### src/rtl/data_mem_responder.sv
// Single-port word memory behind a fixed-latency request/response handshake.
// A three-state FSM paces each accepted read or write and pulses mem_ready on completion.
module data_mem_responder #(
    parameter int LATENCY = 2,
    parameter int ADDR_W  = 8,
    parameter int DATA_W  = 8
) (
    input  logic              clk,
    input  logic              init_n,
    input  logic              memory_r_en,
    input  logic              memory_w_en,
    input  logic [ADDR_W-1:0] addr,
    input  logic [DATA_W-1:0] mem_in,
    output logic [DATA_W-1:0] mem_out,
    output logic              mem_ready,
    output logic              mem_busy,
    output logic              mem_err
);

    typedef enum logic [1:0] {IDLE, WAIT, RESP} state_t;

    localparam logic [3:0] LAT_M1 = 4'(LATENCY - 1);

    logic [DATA_W-1:0] mem [2**ADDR_W];

    state_t            state, next_state;
    logic [3:0]        cnt, cnt_next;
    logic              op_write;
    logic [ADDR_W-1:0] addr_q;
    logic [DATA_W-1:0] data_q;

    logic              accept, enter_resp, err_set;
    logic              commit_write;
    logic [ADDR_W-1:0] commit_addr;
    logic [DATA_W-1:0] commit_data;

    assign mem_busy = (state != IDLE);

    always_comb begin
        // NOTE: every output of this block gets a default first so no latch is inferred.
        next_state = state;
        cnt_next   = cnt;
        accept     = 1'b0;
        enter_resp = 1'b0;
        case (state)
            IDLE: begin
                if (memory_r_en ^ memory_w_en) begin
                    accept   = 1'b1;
                    cnt_next = LAT_M1;
                    if (LAT_M1 == 4'd0) begin
                        next_state = RESP;
                        enter_resp = 1'b1;
                    end else begin
                        next_state = WAIT;
                    end
                end
            end
            WAIT: begin
                cnt_next = cnt - 4'd1;
                if (cnt == 4'd1) begin
                    next_state = RESP;
                    enter_resp = 1'b1;
                end
            end
            RESP:    next_state = IDLE;
            default: next_state = IDLE;
        endcase
    end

    // With LATENCY=1 the request goes straight to RESP, so the live inputs are committed.
    assign commit_write = (state == IDLE) ? memory_w_en : op_write;
    assign commit_addr  = (state == IDLE) ? addr        : addr_q;
    assign commit_data  = (state == IDLE) ? mem_in      : data_q;

    assign err_set = (mem_busy && (memory_r_en || memory_w_en)) ||
                     ((state == IDLE) && memory_r_en && memory_w_en);

    always_ff @(posedge clk or negedge init_n) begin
        if (!init_n) begin
            state     <= IDLE;
            cnt       <= 4'd0;
            op_write  <= 1'b0;
            addr_q    <= '0;
            data_q    <= '0;
            mem_out   <= '0;
            mem_ready <= 1'b0;
            mem_err   <= 1'b0;
        end else begin
            state     <= next_state;
            cnt       <= cnt_next;
            mem_ready <= (state == RESP);
            if (err_set) begin
                mem_err <= 1'b1;
            end
            if (accept) begin
                op_write <= memory_w_en;
                addr_q   <= addr;
                data_q   <= mem_in;
            end
            if (enter_resp && !commit_write) begin
                mem_out <= mem[commit_addr];
            end
        end
    end

    // NOTE: storage is deliberately left out of reset; the async reset still aborts a
    // pending write because the FSM is held in IDLE, which suppresses enter_resp.
    always_ff @(posedge clk) begin
        if (enter_resp && commit_write) begin
            mem[commit_addr] <= commit_data;
        end
    end

endmodule

### config.mk
export PLATFORM = sky130hd
export DESIGN_NAME = data_mem_responder
export DESIGN_NICKNAME = d
export VERILOG_FILES = /design/src/rtl/data_mem_responder.sv
export SDC_FILE = /design/constraint.sdc
export NUM_CORES = 2
export LEC_CHECK = 0
export ABC_AREA = 1
export CAP_MARGIN = 15
export CORE_MARGIN = 2
export CORE_UTILIZATION = 35
export CTS_BUF_LIST = sky130_fd_sc_hd__clkbuf_16
export CTS_CLUSTER_DIAMETER = 60
export DETAILED_ROUTE_END_ITERATION = 12
export PLACE_DENSITY_LB_ADDON = 0.08
export SYNTH_ARGS = -nofsm -noshare
export SYNTH_HDL_FRONTEND = slang
export SYNTH_SLANG_ARGS = --single-unit
### constraint.sdc
create_clock -name clk -period 15.05 [get_ports clk]
set_input_delay 1.505 -clock clk [delete_from_list [all_inputs] [get_ports clk]]
set_output_delay 1.505 -clock clk [all_outputs]
set_load 0.01 [all_outputs]
==> metrics.md <==
| Metric | Value |
|---|---|
| Overflow after GRT | `0` |
| Resize count post-CTS | `0` |
| Deepest clock path buffer count | `3` |
| Leak | `39.3 nW` |
| Cell area after placement | `91400 µm²` |
| Fin crit share | `0.400` |
| Critical Path RT | `15.85 ns` |
| Largest net degree at the start of global routing | `162` |
| Synth cell types | `23` |
| Largest cells by area after synthesis | `edfxtp_1 (70%), nand2_1 (21%), nor2_1 (2.7%)` |
| Worst Path Max Fanout | `161` |
| DRC errors left | `0` |
| Worst-Skew Late Latency | `0.88 ns` |
| Status | `complete, no violations` |
| Hold wc startpoint | `mem_err` |
| Routability cong. | `0.841` |
| Layout Utilization | `0.397` |
| Slew Limit Fails | `0` |
| Post-synth top area cell | `edfxtp_1` |
| Clk root buf | `clkbuf_16` |
| Mapped Area | `87800 µm²` |
| Pwr Total | `23.7 mW` |
| 1st-iter DRT viols | `4804` |
| Count leader, synth | `nand2_1` |
| Dpl ws | `8.03 ns` |
| Post-route setup slack | `9.02 ns` |
| Commonest cells post-synth | `nand2_1 (4855), edfxtp_1 (2048), nor2_1 (641)` |
| I/O pin total | `31` |
| Reg2reg start | `state[0]` |
| Vias in the first global route | `58700` |
| Worst Hold Path Cells | `2` |
| Minimum clock period after layout | `6.03 ns` |
| Crit. Startpoint | `addr[0]` |
| Worst R2R End | `mem_out[2]` |
| I/O Buffers | `30` |
| Die area | `255000 µm²` |
| Post-Syn Instances | `8575` |
| Worst Tran Pin Value | `1.18 ns` |
| Vias per cell | `4.94` |
| Worst R2R Setup Slack | `9.35 ns` |
| Num CTS Buffers | `233` |
| Seq/Total Area, Yosys | `0.710` |
| Post-CTS Setup Inserts | `0` |
| CTS tree | `built` |
| Initial core utilization | `0.352` |
| Crit path kind | `primary input to register` |
| Number of nets in the layout | `8515` |
| Clk sinks | `2081` |
| CP startpoint kind | `primary input` |
| DRT Wirelength | `293000 µm` |
| Final Setup Violations | `0` |
| Die width | `505 µm` |
| RSZ-0062 raised after global routing | `no` |
| Async SR Flop Fraction | `0.0159` |
| Number of flops mapped to enable cells by yosys | `2048` |
| HP Class | `register to register` |
| Setup TNS | `0 ns` |
| Slew headroom | `0.208` |
| CTS H-tree depth | `4` |
| Max_cap viols | `0` |
| DR vias | `59400` |
| Die Y | `505 µm` |
| First-pass GRT wire length | `427000 µm` |
| P&R area growth vs syn | `12.6%` |
| Syn. warnings | `0` |
| Final Non-Filler Cells | `12000` |
| Final-report hold violation count | `0` |
| Hold_buf cts | `0` |
| Fmax | `166 MHz` |
| Main flop type after synthesis | `edfxtp_1` |
| #FFs+latches synth | `2081` |
| Site Rows | `183` |
| Mean post-synth cell area | `10.2 µm²` |
| Cell total after placement | `11600` |
| DR pass1 iterations | `7` |
| Core Area | `249000 µm²` |
| Reg clk slew, reported paths | `0.06 ns` |
| Area share of the largest cell type after synthesis | `0.701` |
| Syn Nets | `8598` |
| Crit path arrival time | `6.83 ns` |
| Worst hold margin | `0.478 ns` |
| Power Density | `240 nW/µm²` |
| Initial antenna violation count | `9` |
| Layout Skew | `0.0301 ns` |
| Antenna-violating nets left | `0` |
| CP Capture Type | `register` |
| Crit path to | `mem_out[2]` |
| DP HPWL | `164000 µm` |
| Worst r2r path cells | `21` |
| Layout cell share with drive strength beyond 1 | `0.0564` |
| Peak supply drop | `208 µV` |
| Finished Cell Area | `98900 µm²` |
| GRT Util Overall | `0.228` |
| Routed WL per cell | `24.3 µm` |
critical path, stage by stage:
cell and delay [ns]:
clkdlybuf4s50_1 0.47, inv_1 0.14, nand2_4 0.15, nand2_8 0.38, buf_4 0.61, buf_4 0.65
buf_12 0.53, buf_4 0.83, nand2_1 0.11, nand2_1 0.11, nand2_1 0.05, nand2_1 0.09
nand2_1 0.05, nand2_1 0.10, nor2_1 0.05, nor2_1 0.08, nor2_1 0.09, nand2_1 0.11
nand2_1 0.12, nand3_1 0.11, nor2_1 0.04, nor2_1 0.08
worst min path at each step:
| stage | to | slack [ns] |
|---|---|---|
| 2_1_floorplan | addr_q[2] | 0.45 |
| 3_3_place_gp | mem_err | 0.46 |
| 4_1_cts | mem_err | 0.48 |
| 6_report | mem_err | 0.48 |
| 3_5_place_dp | mem_err | 0.47 |
| 5_1_grt | data_q[4] | 0.50 |
flip-flops by register name, indices dropped and copies added (netlist names):
| name | flops |
|---|---|
| mem_out | 8 |
| mem | 2048 |
| addr_q | 8 |
| state | 2 |
| mem_ready | 1 |
| cnt | 4 |
| op_write | 1 |
| mem_err | 1 |
| data_q | 8 |
power by group:
part	switching [mW]	internal (mW)	leakage, nW
combinational	8.32	2.13	16.5
sequential	0.0635	7.57	18.9
clock	2.39	3.23	3.86
placed cells by master (no fill, tap or decap), drive strengths merged, types with 29 or more instances in the layout:
master / instances
buf: 121
edfxtp: 2048
clkinv: 115
nor2: 642
inv: 117
nand2: 4860
clkbuf: 240
o21ai: 33
nand3: 421
clkdlybuf4s50: 29
dfrtp: 33
kinds of logic after synthesis:
group,Yosys count,share of synthesized area
AND/OR/NAND/NOR,5924,0.260
flip-flops,2081,0.710
buffers and inverters,529,0.0278
AO/OA/AOI/OAI,37,0.00218
adder cells (fa/ha/maj),3,0.000428
multiplexers,1,0.000114
cell type report:
type / count / area (µm²)
tap: 3330 / 4170
clock inverter: 201 / 1490
sequential: 2081 / 62300
inverter: 61 / 245
multi-input combinational: 5965 / 23300
timing repair buffer: 150 / 1380
antenna: 4 / 10.0
fill: 24600 / 150000
clock buffer: 240 / 6010
per-layer routing:
metal / vias up / wire length (µm) / global-route usage
li1: 27900 / - / -
met1: 29700 / 135000 / 0.322
met2: 1461 / 136000 / 0.366
met3: 357 / 14000 / 0.0291
met4: 0 / 8050 / 0.0672
met5: - / 0 / 0
Power figures use the tool's default switching activity.
